--- src/rtl/cmp_iter.sv ---
// Multi-cycle MSB-first magnitude comparator (unsigned or two's-complement), CHUNK bits per cycle.
// Define CMP_ITER_EARLY_EXIT_EN to leave RUN as soon as the first differing chunk is found.
module cmp_iter #(
    parameter int WIDTH = 16,
    parameter int CHUNK = 4
) (
    input  logic             clk,
    input  logic             rst,
    input  logic             start,
    input  logic [WIDTH-1:0] a,
    input  logic [WIDTH-1:0] b,
    input  logic             signed_mode,
    output logic             busy,
    output logic             done,
    output logic             eq,
    output logic             neq,
    output logic             big_a,
    output logic             big_b
);

    localparam int NCHUNK = WIDTH / CHUNK;
    localparam int IDXW   = (NCHUNK > 1) ? $clog2(NCHUNK) : 1;
    localparam logic [IDXW-1:0] LAST_IDX = IDXW'(NCHUNK - 1);

`ifdef CMP_ITER_EARLY_EXIT_EN
    localparam bit EARLY_EXIT = 1'b1;
`else
    localparam bit EARLY_EXIT = 1'b0;
`endif

    typedef enum logic [1:0] {
        S_IDLE,
        S_RUN,
        S_DONE
    } state_t;

    typedef logic [NCHUNK-1:0][CHUNK-1:0] chunks_t;

    state_t          state_q, state_d;
    chunks_t         a_q, a_d, b_q, b_d;
    logic            signed_q, signed_d;
    logic [IDXW-1:0] idx_q, idx_d;
    logic            decided_q, decided_d;
    logic            gt_q, gt_d;
    logic            busy_q, busy_d;
    logic            done_q, done_d;
    logic            eq_q, eq_d;
    logic            neq_q, neq_d;
    logic            big_a_q, big_a_d;
    logic            big_b_q, big_b_d;
    logic [CHUNK-1:0] chunk_a, chunk_b;

    // NOTE: every always_comb output gets a default first, so no path can infer a latch.
    always_comb begin
        state_d   = state_q;
        a_d       = a_q;
        b_d       = b_q;
        signed_d  = signed_q;
        idx_d     = idx_q;
        decided_d = decided_q;
        gt_d      = gt_q;
        done_d    = 1'b0;
        eq_d      = eq_q;
        neq_d     = neq_q;
        big_a_d   = big_a_q;
        big_b_d   = big_b_q;

        // Offset-binary on the top chunk turns the unsigned chunk order into signed order.
        chunk_a = a_q[idx_q];
        chunk_b = b_q[idx_q];
        if (signed_q && (idx_q == LAST_IDX)) begin
            chunk_a[CHUNK-1] = ~chunk_a[CHUNK-1];
            chunk_b[CHUNK-1] = ~chunk_b[CHUNK-1];
        end

        unique case (state_q)
            S_IDLE: begin
                if (start) begin
                    a_d       = a;
                    b_d       = b;
                    signed_d  = signed_mode;
                    idx_d     = LAST_IDX;
                    decided_d = 1'b0;
                    gt_d      = 1'b0;
                    state_d   = S_RUN;
                end
            end
            S_RUN: begin
                if (!decided_q && (chunk_a != chunk_b)) begin
                    decided_d = 1'b1;
                    gt_d      = (chunk_a > chunk_b);
                end
                if ((idx_q == '0) || (EARLY_EXIT && decided_d)) begin
                    state_d = S_DONE;
                end else begin
                    idx_d = idx_q - 1'b1;
                end
            end
            S_DONE: begin
                done_d  = 1'b1;
                eq_d    = ~decided_q;
                neq_d   = decided_q;
                big_a_d = decided_q & gt_q;
                big_b_d = decided_q & ~gt_q;
                state_d = S_IDLE;
            end
            default: state_d = S_IDLE;
        endcase

        busy_d = (state_d != S_IDLE);
    end

    // NOTE: sequential state uses non-blocking assignments only.
    always_ff @(posedge clk) begin
        if (rst) begin
            state_q   <= S_IDLE;
            idx_q     <= '0;
            decided_q <= 1'b0;
            gt_q      <= 1'b0;
            busy_q    <= 1'b0;
            done_q    <= 1'b0;
            eq_q      <= 1'b0;
            neq_q     <= 1'b0;
            big_a_q   <= 1'b0;
            big_b_q   <= 1'b0;
        end else begin
            state_q   <= state_d;
            idx_q     <= idx_d;
            decided_q <= decided_d;
            gt_q      <= gt_d;
            busy_q    <= busy_d;
            done_q    <= done_d;
            eq_q      <= eq_d;
            neq_q     <= neq_d;
            big_a_q   <= big_a_d;
            big_b_q   <= big_b_d;
        end
    end

    // NOTE: operand registers have no reset; they are always loaded on accept before being read.
    always_ff @(posedge clk) begin
        a_q      <= a_d;
        b_q      <= b_d;
        signed_q <= signed_d;
    end

    assign busy  = busy_q;
    assign done  = done_q;
    assign eq    = eq_q;
    assign neq   = neq_q;
    assign big_a = big_a_q;
    assign big_b = big_b_q;

endmodule

--- config.mk ---
export PLATFORM = sky130hd
export DESIGN_NAME = cmp_iter
export DESIGN_NICKNAME = d
export VERILOG_FILES = /design/src/rtl/cmp_iter.sv
export SDC_FILE = /design/constraint.sdc
export NUM_CORES = 1
export LEC_CHECK = 0
export ABC_AREA = 1
export BUFFER_PORTS_ARGS = -buffer_cell sky130_fd_sc_hd__buf_2
export CAP_MARGIN = 10
export CORE_ASPECT_RATIO = 0.5
export CORE_UTILIZATION = 53
export DETAILED_ROUTE_END_ITERATION = 16
export GPL_ROUTABILITY_DRIVEN = 0
export PLACE_DENSITY_LB_ADDON = 0.15
export SYNTH_ARGS = -nofsm -noshare
export SYNTH_HDL_FRONTEND = slang
export SYNTH_SLANG_ARGS = --single-unit
--- constraint.sdc ---
create_clock -name clk -period 2 [get_ports clk]
set_input_delay 0.2 -clock clk [delete_from_list [all_inputs] [get_ports clk]]
set_output_delay 0.2 -clock clk [all_outputs]
set_load 0.01 [all_outputs]
# [Word level (Yosys, flattened, before mapping)]
# Cells that the tools add are included.
[classes] addsub=1 magnitude_cmp=2 n_eq_ne=7 mux=18 bitwise=6 reduce_logical=10
[op_table] op="binary-select mux 4 bit (select 2 bit)" count=2
[op_table] op="two-way mux 2 bit" count=4
[op_table] op="two-way mux 4 bit" count=2
[op_table] op="case mux 2 bit (2 select lines)" count=2
[op_table] op="two-way mux 1 bit" count=6
[op_table] op="!= test 2 bit, second input constant" count=3
[op_table] op="AND reduction 3 bit" count=2
[op_table] op="equality test 2 bit, second input constant" count=2
[op_table] op="greater-than comparator 4 bit" count=1
[op_table] op="zero test 2 bit" count=2
[op_table] op="!= test 4 bit" count=1
[op_table] op="inverter 1 bit" count=4
[op_table] op="case mux 1 bit (2 select lines)" count=2
[op_table] op="nonzero test 2 bit" count=2
[op_table] op="less-than comparator 2 x 3 -> 1 bit, second input constant" count=1
[op_table] op="bitwise AND 1 bit" count=2
[op_table] op="equality test 2 x 1 -> 1 bit, second input constant" count=1
[op_table] op="logical AND 1 bit" count=2
[op_table] op="AND reduction 2 bit" count=1
[op_table] op="subtractor 2 x 1 -> 2 bit, second input constant" count=1
[op_table] op="zero test 1 bit" count=1
[word_totals] ff_bits=45 in_bits=36 output_inout_bits=6 word_cells=63

# [Longest topological paths before layout]
[logic_depth] ltp_word=8 ltp_mapped=15 ltp_nobuf=14

# [Least setup slack after synthesis]
# OpenSTA, ideal clock, no wires.
[synth_timing] path_type="reg2reg" start="register idx_q[0]" end="register gt_q" setup_time_ns=0.113 arrival_time_ns=1.479 required_ns=1.887 path_slack_ns=0.408 path_stages_with_launch=13 path_buffers=2 synth_period_minus_slack_ns=1.592 path_cell_list="dfxtp_1 -> buf_6 -> inv_4 -> buf_6 -> nor2_1 -> o22a_1 -> ha_1 -> nand2_1 -> inv_1 -> nand2_1 -> nand2_1 -> nor2_1 -> nor2_1"
[synth_between] elab_chain_cells=8 word_cells_on_any_way=17 classes_between="order compare (1); eq/ne (3); mux (8); bitwise (2); reduce/logical (3)"
[synth_rtl] item="start: declaration" line="42" rtl="logic [IDXW-1:0] idx_q, idx_d;"
[synth_rtl] item="start signal: assignment" line="128" rtl="idx_q <= idx_d;"
[synth_rtl] item="parallel branches: the longest is 8 deep, another holds greater-than comparator 4 bit"
[synth_rtl] item="end signal: assignment" line="130" rtl="gt_q <= gt_d;"
[synth_rtl] item="end: declaration" line="44" rtl="logic gt_q, gt_d;"
# Parallel ways; which one is timed is not known. The select of a mux whose other input is x is not followed.
# A chain may end at the register's enable or synchronous reset.

# [Worst setup path after layout]
# Ends and elaborated chain as after synthesis.

==> out/metrics.cfg <==
[synthesis]
synth_top_cell_by_area=edfxtp_1
synth_mux_area_frac=0
synthTopCellsByArea=edfxtp_1 (53%), dfxtp_1 (13%), nand2_1 (6.8%)
yosys.area_share.simple=0.160
synth_top_area_share=0.530
syn_area_um2=1870
synthXorXnorAreaFrac=0
syn_nets=211
synth_cells=169
synth_compound_area_frac=0.0890
synth_fa_ha_area_frac=0.0401
synth_area_per_cell_um2=11.1
ys_ff_latch=45
yosys_warnings=0
synth_top_family_by_area=simple AND/OR/NAND/NOR gates
synth_cell_types=23
yosysSeqAreaShare=0.658

[final_layout]
nNetsFinal=256
drive_gt1_frac=0.302
fin_area_um2=2210
final_cell_mix=buf_2 (41), nand2_1 (34), edfxtp_1 (33)
n_antenna_cell=0
seqCellArea_um2=1230
syn_to_final_growth_pct=18.1
nFillCells=246
multi_input_area_um2=541
final_common_cell=buf_2

[setup_path]
crit_type=reg -> reg
cp-end-kind=flip-flop
crit_fanout=19
cp.arrival_ps=1990
cp.required_ps=2200
startpoint_type=flip-flop

[cts]
cts_tree=done
cts_hold_buf=0
insertion_delay_ps=300
htreeDepth=2
clkTransAtPathRegs_ps=80
cts_root_buffer=clkbuf_8
cts_made_buffers=5
cts_buffer_depth=2
clock-sinks=45

[grt]
antenna_found_initial=0
grtUsageTotal=0.184
grt_pass1_wl_mm=4.98
grt_pass1_vias=1156
grt_max_degree=34
grt_overflow=0

[sta]
finalSetupViolCount=0
fmax_ghz=0.558
skew_ps=5.54
fin_ws_ps=207
hold_violations=0
hold-worst-slack_ps=74.0
slew_violations=0
fin_crit_sh=0.896
fin_setup_tns_ps=0
min_period_ps=1790
worst_slew_pin_slew_ps=422
rsz0062_at_grt=no
max-slew-margin-rel=0.719

[floorplanning]
dieArea_um2=3790
die_h_um=44.0
ioPinCount=42
die_w_um=86.0
core_um2=3170
initial_core_util=0.590
rows=14

[detailed_routing]
drtAntennaViolNets=0
vias_per_cell=4.88
wl_per_cell_um=11.9
drtPass1Iterations=4
wirelength_mm=3.13
route.detailed.drc=0
drt_iter0_drc=73
num_vias=1283

[placement]
postPlaceCellArea_um2=2120
dpl.hpwl_mm=2.19
place_ws_ps=185
portBuffers=41

[min_path]
hp-class=in -> reg

[job]
drv_cap=0

[power]
p_leak_nw=0.940
p_per_area_nw_per_um2=904
fin_total_pwr_mw=2.00
ir_drop_mv=0.552

[run_status]
status=completed

-- where the power goes --
| group | internal (mW) | switching (mW) |
|---|---|---|
| clock | 0.247 | 0.289 |
| sequential | 1.08 | 0.0346 |
| combinational | 0.138 | 0.206 |
| total | 1.47 | 0.530 |
-- cell usage after synthesis (all sizes together) --
master and number:
nand2 37, edfxtp 33, nor2 24, inv 15, o21ai 15, dfxtp 12, nand3 8, a21oi 7
ha 6, buf 5, o22a 3, o22ai 3, nor3 1
-- routing by layer --
| metal | GRT usage | wire, µm |
|---|---|---|
| met5 | 0 | 0 |
| met4 | 0.0867 | 59 |
| met3 | 0.0690 | 196 |
| met2 | 0.294 | 1350 |
| met1 | 0.228 | 1530 |
-- path summary, 6_finish.rpt --
kind         startpoint  endpoint  slack (ps)  depth (start not counted)
max            idx_q[0]      gt_q         210                         14
min                a[0]    a_q[0]          70                          1
max reg2reg    idx_q[0]      gt_q         210                         14
min reg2reg       big_b     big_b         470                          2
-- stage by stage --
step | instances | utilization
2_1_floorplan | 169 | -
3_3_place_gp | 255 | 0.670
3_5_place_dp | 255 | 0.670
4_1_cts | 263 | 0.696
5_1_grt | 263 | 0.697
6_report | 263 | 0.697
-- sequential cells by signal (all words and copies together), names as in the netlist --
signal,count
a_q,16
b_q,16
done,1
signed_q,1
decided_q,1
gt_q,1
idx_q,2
busy,1
eq,1
big_a,1
neq,1
state_q,2
big_b,1
-- critical path, stage by stage, from the launching register on --
cell,delay (ps)
dfxtp_1,340
buf_12,160
ha_1,190
nand2_1,100
inv_1,70
nand3_1,80
nand2_1,60
ha_1,280
nand2_1,60
inv_1,60
nand2_1,50
nand2_1,100
nand2_1,60
nand2_1,60
nor2_1,30
-- what timing repair did --
| item | 4_1_cts | 5_1_grt |
|---|---|---|
| setup buffers | 0 | 0 |
| endpoints found under the setup margin | 0 | 1 |
| gates resized for setup | 0 | 1 |
| hold endpoints to repair | 0 | 0 |
-- kinds of logic (layout without fill, tap and decap cells) --
kind of cell	after synthesis	after routing
buffers and inverters	20	66
AO/OA/AOI/OAI	28	28
adder cells (fa/ha/maj)	6	6
AND/OR/NAND/NOR	70	70
flip-flops	45	45
-- final cells by class --
class,instances,area share
Sequential cell,45,0.558
Clock inverter,1,0.00340
Clock buffer,7,0.0346
Timing Repair Buffer,43,0.105
Tap cell,48,0.0272
Multi-Input combinational cell,104,0.245
Inverter,15,0.0266
Power figures use the tool's default switching activity.
